==> src/rtl/cgra_run_ctrl.sv <==
// Sequences a multi-block CGRA run via a four-phase Start/Done handshake with per-phase timeout and abort.
// All outputs registered (one cycle after the deciding edge); Done is the only backpressure, and DRAIN waits on it unbounded.
module cgra_run_ctrl #(
    parameter int CNT_WIDTH = 16,
    parameter int TMO_WIDTH = 24
) (
    input  logic                 Clk,
    input  logic                 Rst,
    input  logic                 Run_Req,
    input  logic [CNT_WIDTH-1:0] Run_Num_Blocks,
    input  logic [TMO_WIDTH-1:0] Run_Timeout,
    input  logic                 Abort,
    output logic                 Computation_Start,
    input  logic                 Computation_Done,
    output logic [CNT_WIDTH-1:0] Block_Idx,
    output logic                 Run_Busy,
    output logic                 Run_Done,
    output logic                 Run_Error,
    output logic [TMO_WIDTH-1:0] Cycle_Count
);

    localparam logic [CNT_WIDTH-1:0] CNT_ONE = CNT_WIDTH'(1);
    localparam logic [TMO_WIDTH-1:0] TMO_ONE = TMO_WIDTH'(1);

    typedef enum logic [2:0] {
        IDLE    = 3'd0,
        ASSERT  = 3'd1,
        RELEASE = 3'd2,
        DRAIN   = 3'd3,
        FINISH  = 3'd4
    } state_t;

    state_t               state, state_nxt;
    logic [CNT_WIDTH-1:0] num_q;
    logic [TMO_WIDTH-1:0] tmo_q;
    logic [TMO_WIDTH-1:0] phase_q, phase_nxt;
    logic                 accept, zero_req, err_set, idx_inc, tmo_hit;

    always_comb begin
        state_nxt = state;
        accept    = 1'b0;
        zero_req  = 1'b0;
        err_set   = 1'b0;
        idx_inc   = 1'b0;
        tmo_hit   = (tmo_q != '0) && (phase_q == tmo_q - TMO_ONE);

        case (state)
            IDLE: begin
                if (Run_Req) begin
                    if (Run_Num_Blocks != '0) begin
                        accept    = 1'b1;
                        state_nxt = ASSERT;
                    end else begin
                        zero_req = 1'b1;
                    end
                end
            end
            // Abort and timeout win over a Done edge arriving in the same cycle.
            ASSERT: begin
                if (Abort || tmo_hit) begin
                    err_set   = 1'b1;
                    state_nxt = DRAIN;
                end else if (Computation_Done) begin
                    state_nxt = RELEASE;
                end
            end
            RELEASE: begin
                if (Abort || tmo_hit) begin
                    err_set   = 1'b1;
                    state_nxt = DRAIN;
                end else if (!Computation_Done) begin
                    if (Block_Idx + CNT_ONE == num_q) begin
                        state_nxt = FINISH;
                    end else begin
                        idx_inc   = 1'b1;
                        state_nxt = ASSERT;
                    end
                end
            end
            DRAIN: begin
                if (!Computation_Done) state_nxt = FINISH;
            end
            FINISH:  state_nxt = IDLE;
            default: state_nxt = IDLE;
        endcase

        // Phase timer restarts on every entry to a handshake phase, including RELEASE->ASSERT.
        if (state_nxt != state) begin
            phase_nxt = '0;
        end else if (state == ASSERT || state == RELEASE) begin
            phase_nxt = phase_q + TMO_ONE;
        end else begin
            phase_nxt = phase_q;
        end
    end

    always_ff @(posedge Clk) begin
        if (Rst) begin
            state             <= IDLE;
            num_q             <= '0;
            tmo_q             <= '0;
            phase_q           <= '0;
            Computation_Start <= 1'b0;
            Block_Idx         <= '0;
            Run_Busy          <= 1'b0;
            Run_Done          <= 1'b0;
            Run_Error         <= 1'b0;
            Cycle_Count       <= '0;
        end else begin
            state             <= state_nxt;
            phase_q           <= phase_nxt;
            Computation_Start <= (state_nxt == ASSERT);
            Run_Busy          <= (state_nxt != IDLE);
            Run_Done          <= (state_nxt == FINISH) || zero_req;

            if (accept) begin
                num_q       <= Run_Num_Blocks;
                tmo_q       <= Run_Timeout;
                Block_Idx   <= '0;
                Run_Error   <= 1'b0;
                Cycle_Count <= '0;
            end else begin
                if (idx_inc) Block_Idx <= Block_Idx + CNT_ONE;
                if (err_set) Run_Error <= 1'b1;
                // An empty run reports zero busy cycles.
                if (zero_req) begin
                    Cycle_Count <= '0;
                end else if (Run_Busy && Cycle_Count != '1) begin
                    Cycle_Count <= Cycle_Count + TMO_ONE;
                end
            end
        end
    end

endmodule
==> config.mk <==
export PLATFORM = sky130hd
export DESIGN_NAME = cgra_run_ctrl
export DESIGN_NICKNAME = d
export VERILOG_FILES = /design/src/rtl/cgra_run_ctrl.sv
export SDC_FILE = /design/constraint.sdc
export NUM_CORES = 1
export LEC_CHECK = 0
export CELL_PAD_IN_SITES_DETAIL_PLACEMENT = 1
export CELL_PAD_IN_SITES_GLOBAL_PLACEMENT = 2
export CORE_UTILIZATION = 23
export CTS_CLUSTER_SIZE = 16
export DETAILED_ROUTE_END_ITERATION = 8
export PLACE_DENSITY = 0.68
export SYNTH_ARGS = -nofsm -noshare
export SYNTH_HDL_FRONTEND = slang
export SYNTH_SLANG_ARGS = --single-unit
==> constraint.sdc <==
create_clock -name Clk -period 5.2 [get_ports Clk]
set_input_delay 1.04 -clock Clk [delete_from_list [all_inputs] [get_ports Clk]]
set_output_delay 1.04 -clock Clk [all_outputs]
set_load 0.01 [all_outputs]
; After elaboration in Yosys (flattened, before gate mapping)
; Index checks and enable logic that the tools add are counted.
; Widths: inputs -> output; s select.
[op_classes]
n_addsub = 4
n_eq_ne = 9
n_mux = 21
n_reduce_logical = 13
[ops]
columns = cell, n
row1 = $add 24x1->24 const B, 2
row2 = $eq 24x24->1, 1
row3 = $mux 3, 8
row4 = $ne 24x24->1 const B, 1
row5 = $reduce_bool 24->1, 1
row6 = $sub 24x1->24 const B, 1
row7 = $add 16x1->16 const B, 1
row8 = $eq 16x16->1, 1
row9 = $reduce_bool 16->1, 1
row10 = $mux 1, 12
row11 = $pmux 3 s4, 1
row12 = $eq 3x1->1 const B, 2
row13 = $eq 3x2->1 const B, 2
row14 = $reduce_or 2->1, 3
row15 = $eq 3x3->1 const B, 1
row16 = $logic_not 3->1, 1
row17 = $logic_or 1x1->1, 3
row18 = $ne 3x3->1, 1
row19 = $reduce_bool 3->1, 1
row20 = $reduce_or 3->1, 1
row21 = $logic_and 1x1->1, 2
[totals]
regBits = 111
in_bits = 45
out_inout_bits = 44

; Depth between registers and ports, before layout
[logic_depth]
ltp_word = 8
mapped_depth = 11

; Worst setup path before layout
; No wires, ideal clock.
[synth_path]
path_kind = register -> register
from = reg Block_Idx[0]
to = reg Block_Idx[9]
setup_ps = 72
arrival_ps = 2803
setup_slack_ps = 2325
stages_incl_launch_ff = 12
path_buffers = 2
period_less_slack_ps = 2875
cell_sequence = dfxtp_1 -> ha_1 -> and4_1 -> a311o_1 -> mux2i_1 -> a21oi_1 -> or4_1 -> or2_1 -> clkbuf_1 -> buf_2 -> nand4_1 -> mux2i_1
[synth_between]
elab_chain_len = 6
[synth_rtl]
columns = item, line_no
row1 = from (decl), 15  ; output logic [CNT_WIDTH-1:0] Block_Idx,
row2 = from (signal assigned), 123  ; if (idx_inc) Block_Idx <= Block_Idx + CNT_ONE;
row3 = $add 16x1->16 (*), "72, 123"
row4 = $eq 16x16->1, 72  ; if (Block_Idx + CNT_ONE == num_q) begin
row5 = $mux 1, 72
row6 = $mux 1, 71  ; end else if (!Computation_Done) begin
row7 = $mux 1, 68  ; if (Abort || tmo_hit) begin
row8 = $mux 1, 47  ; case (state)
; Every way passes the cells marked *; elsewhere a longest branch is shown, timed or not.
; A chain may end at the register's enable or synchronous reset.

; Final worst setup path
[layout_path]
from = reg tmo_q[0]
to = reg phase_q[1]
[layout_between]
elab_chain_len = 8
word_cells_on_any_way = 10
[layout_rtl]
columns = item, line_no
row1 = from (decl), 35  ; logic [TMO_WIDTH-1:0] tmo_q;
row2 = from (signal assigned), 118  ; tmo_q <= Run_Timeout;
row3 = $sub 24x1->24, 45  ; tmo_hit = (tmo_q != '0) && (phase_q == tmo_q - TMO_ONE);
row4 = $eq 24x24->1, 45
row5 = $logic_and 1x1->1 (*), 45
row6 = $logic_or 1x1->1 (*), "60, 68"
row7 = "$mux 3, on equally long branches", "68, 60"
row8 = $pmux 3 s4 (*), 47
row9 = $ne 3x3->1 (*), 88  ; if (state_nxt != state) begin
row10 = $reduce_or 2->1 (no line) (*), --
row11 = to (signal assigned), 111  ; phase_q <= phase_nxt;
row12 = to (decl), 36  ; logic [TMO_WIDTH-1:0] phase_q, phase_nxt;
; Marks and branches as above.

==> reports/metrics.yaml <==
status:
  status: "finished, violations left"
  failed_checks: "DRC"
timing:
  hold_viol: 0
  finalCritPeriodShare_pct: 71.29
  finClkSkew_ns: 0.01245
  finalMaxSlewViolations: 0
  rsz0062_at_grt: "false"
  tightest_slew_ns: 1.116
  relSlewSlack_pct: 25.61
  period_needed_ns: 3.707
  worst_slack_ns: 1.493
  setup_viol: 0
  max_freq_ghz: 0.2698
  fin_setup_tns_ns: 0
routing:
  first_iter_violations: 213
  routed_wl_um: 19550
  wl_per_cell_um: 16.47
  vias: 5733
  drt.antenna.violating_nets: 0
  vias_per_cell: 4.830
  drc: 3
  first_pass_iters: 8
global_route:
  gr-usage-all-layers_pct: 14.25
  overflow: 0
  grt_pass1_vias: 5751
  antenna_found_initial: 0
  grt_pass1_wl_um: 31560
  grt_max_degree: 53
placed_design:
  place_ws_ns: 1.452
  gp_congestion: 0.7670
  place_hpwl_um: 14620
  io_buffers: 88
  placed_cells: 1171
logic_synthesis:
  synthTopCellsByCount: "nand2_1, dfxtp_1, nor2_1"
  synth_top_family_by_area: "simple AND/OR/NAND/NOR gates"
  yosysTopAreaCell: "dfxtp_1"
  syn_area_per_cell_um2: 8.000
  yosysMostFrequentCell: "nand2_1"
  yosysSeqAreaShare_pct: 35.66
  synth_fa_ha_area_share_pct: 0.8031
  async_reset_ff_share_pct: 0
  yosysTopAreaCellShare_pct: 35.66
  post_synth_num_cell_types: 70
  synth.ff_latch_count: 111
  synth_xor_area_share_pct: 11.95
  synth_nets: 828
  synth_edf_count: 0
  synth-simple-area-share_pct: 33.09
  yosys_warnings: 0
  syn_area_mm2: 0.006232
  synth_compound_area_share_pct: 13.37
  synthTopCellsByArea: "dfxtp_1, nand2_1, xor2_1"
  synthMuxAreaShare_pct: 1.767
  syn_inst: 779
  synthFlopType: "dfxtp_1"
layout:
  layoutNonFillerInstCount: 1187
  insertedDiodeCount: 0
  multi_input_area_mm2: 0.003810
  finalNetCount: 896
  seqCellArea_mm2: 0.002222
  syn_to_final_growth_pct: 23.69
  drive_gt1_share_pct: 7.394
  fill_cells: 3153
clock_tree:
  cts_resized: 0
  cts_setup_buffers: 0
  cts_buffer_depth: 2
  clk_latency_ns: 0.36
  cts_tree: "done"
  clk_pin_slew_ns: 0.09
  clockRootBuffer: "clkbuf_16"
  htreeDepth: 3
  cts_buffers: 9
  ctsHoldBuffers: 0
  cts.sinks: 111
setup_path:
  crit_chain: "inv_1 -> ha_1 -> nor2b_1 -> nand2_1 -> or4_1 -> a22oi_1 -> and4_4 -> a31oi_4 -> o221ai_4 -> nor2_1"
  critPathMaxStageDelay_ns: 0.93
  cp_slowest_cell: "o221ai_4"
  crit_family: "simple AND/OR/NAND/NOR gates"
  r2r_slack_ns: 1.49
  rr_startpoint: "tmo_q[0]$_SDFFE_PP0P_"
  startpoint_type: "register"
  cp.required_ns: 5.40
  end_kind: "register"
  arrival_ns: 3.91
  crit_fanout: 24
  critPathKind: "reg2reg"
  r2r-end: "phase_q[1]$_SDFFE_PP0N_"
  reg2reg_depth: 10
  critical_path_buf_inv_count: 1
die:
  pin_count: 89
  die_w_um: 166.6
  die-height_um: 166.6
  core_mm2: 0.02635
  num_rows: 59
  initial_core_util_pct: 23.65
  die-area_mm2: 0.02776
job:
  cap_viol_max_count: 0
worst_hold_path:
  worstHoldStart: "num_q[9]$_SDFFE_PP0P_"
  whs_path_depth: 2
  holdPathEnd: "num_q[9]$_SDFFE_PP0P_"
  hp-class: "reg2reg"
pwr:
  ir_worst_vdd_v: 0.0001213
  powerDensity_mw_per_mm2: 270.4
  p_leak_nw: 2.622
## logic make-up (layout without fill, tap and decap cells)
family	after synthesis	after routing
adders and majority gates	4	4
muxes	11	11
buffers and inverters	48	121
AOI/OAI and AO/OA	128	128
DFF	111	111
and+or+nand+nor	392	392
xor gates and xnor gates	85	85
## how the worst max path moves through the flow
stage | slack, ns | depth (start not counted) | from | end
2_1_floorplan | 2.33 | 11 | Block_Idx[0]$_SDFFE_PP0P_ | Block_Idx[9]$_SDFFE_PP0P_
3_3_place_gp | 1.47 | 8 | Run_Num_Blocks[1] | Block_Idx[2]$_SDFFE_PP0P_
3_5_place_dp | 1.45 | 10 | tmo_q[0]$_SDFFE_PP0P_ | phase_q[1]$_SDFFE_PP0N_
4_1_cts | 1.44 | 10 | tmo_q[0]$_SDFFE_PP0P_ | phase_q[1]$_SDFFE_PP0N_
5_1_grt | 1.14 | 10 | tmo_q[0]$_SDFFE_PP0P_ | phase_q[2]$_SDFFE_PP0N_
6_report | 1.49 | 10 | tmo_q[0]$_SDFFE_PP0P_ | phase_q[1]$_SDFFE_PP0N_
## metrics by stage
stage	utilization [%]	hold WS (ns)	area (µm²)	power (W)
after global routing	29.25	0.5021	7709	0.002195
after floorplan	-	0.4481	6232	0.001218
after detailed placement	28.09	0.4705	7402	0.001365
after CTS	29.25	0.4827	7709	0.002121
after global placement	28.09	0.4575	7402	0.001364
final	29.25	0.4779	7709	0.002084
## placed cells by master, fill, tap and decap left out, types with 3 or more instances in the layout
cell             Yosys  final
nand2_1            119    119
dfxtp_1            111    111
clkdlybuf4s50_1      0     87
nor2_1              64     64
a21oi_1             61     61
xor2_1              44     44
xnor2_1             41     41
nand4_1             27     27
nand3_1             26     26
nor3_1              24     24
nor2_2              20     20
inv_1               14     14
o21ai_0             14     14
or3_1               14     14
and3_1              13     13
and4_1              12     12
nor2b_1             13     12
mux2i_1             11     11
nor4_1              11     11
clkbuf_16            0      9
nand2b_1             9      8
a31oi_1              7      7
and2_1               6      6
or2_2                6      6
or4_1                5      5
o211ai_1             5      5
a22oi_1              4      4
ha_1                 4      4
nand4b_1             3      3
a211oi_1             3      3
a41o_1               3      3
o41ai_1              3      3
nor3b_1              3      3
buf_4                1      3
## state kept, by name, indices dropped and copies added, names as in the netlist
name / count
Computation_Start: 1
Run_Busy: 1
Cycle_Count: 24
tmo_q: 24
Block_Idx: 16
num_q: 16
Run_Done: 1
phase_q: 24
Run_Error: 1
state: 3
## layer usage
layer  part of all wire, %  global-route usage [%]
met1                    49                   19.15
met2                    48                   23.86
met3                   2.3                   2.424
met4                  0.60                   2.899
met5                     0                       0
## worst min-delay path, delay by kind of cell, from the launching register on
| kind | cells | cell delay (ns) |
|---|---|---|
| AOI/OAI and AO/OA | 1 | 0.05 |
| DFF | 1 | 0.33 |
| and+or+nand+nor | 1 | 0.06 |
## power breakdown
group          switching, W  internal, W
clock network      0.000361     0.000384
registers         0.0000474     0.000883
logic              0.000243     0.000166
total              0.000652      0.00143
## area by class of cell
class	instances	area share, %
clock inverter	6	1.006
timing repair buffer	91	11.65
tap	335	5.437
multi-input combinational	620	49.42
inverter	14	0.6817
clock buffer	10	2.970
sequential	111	28.83
(Power assumes the default switching activity.)
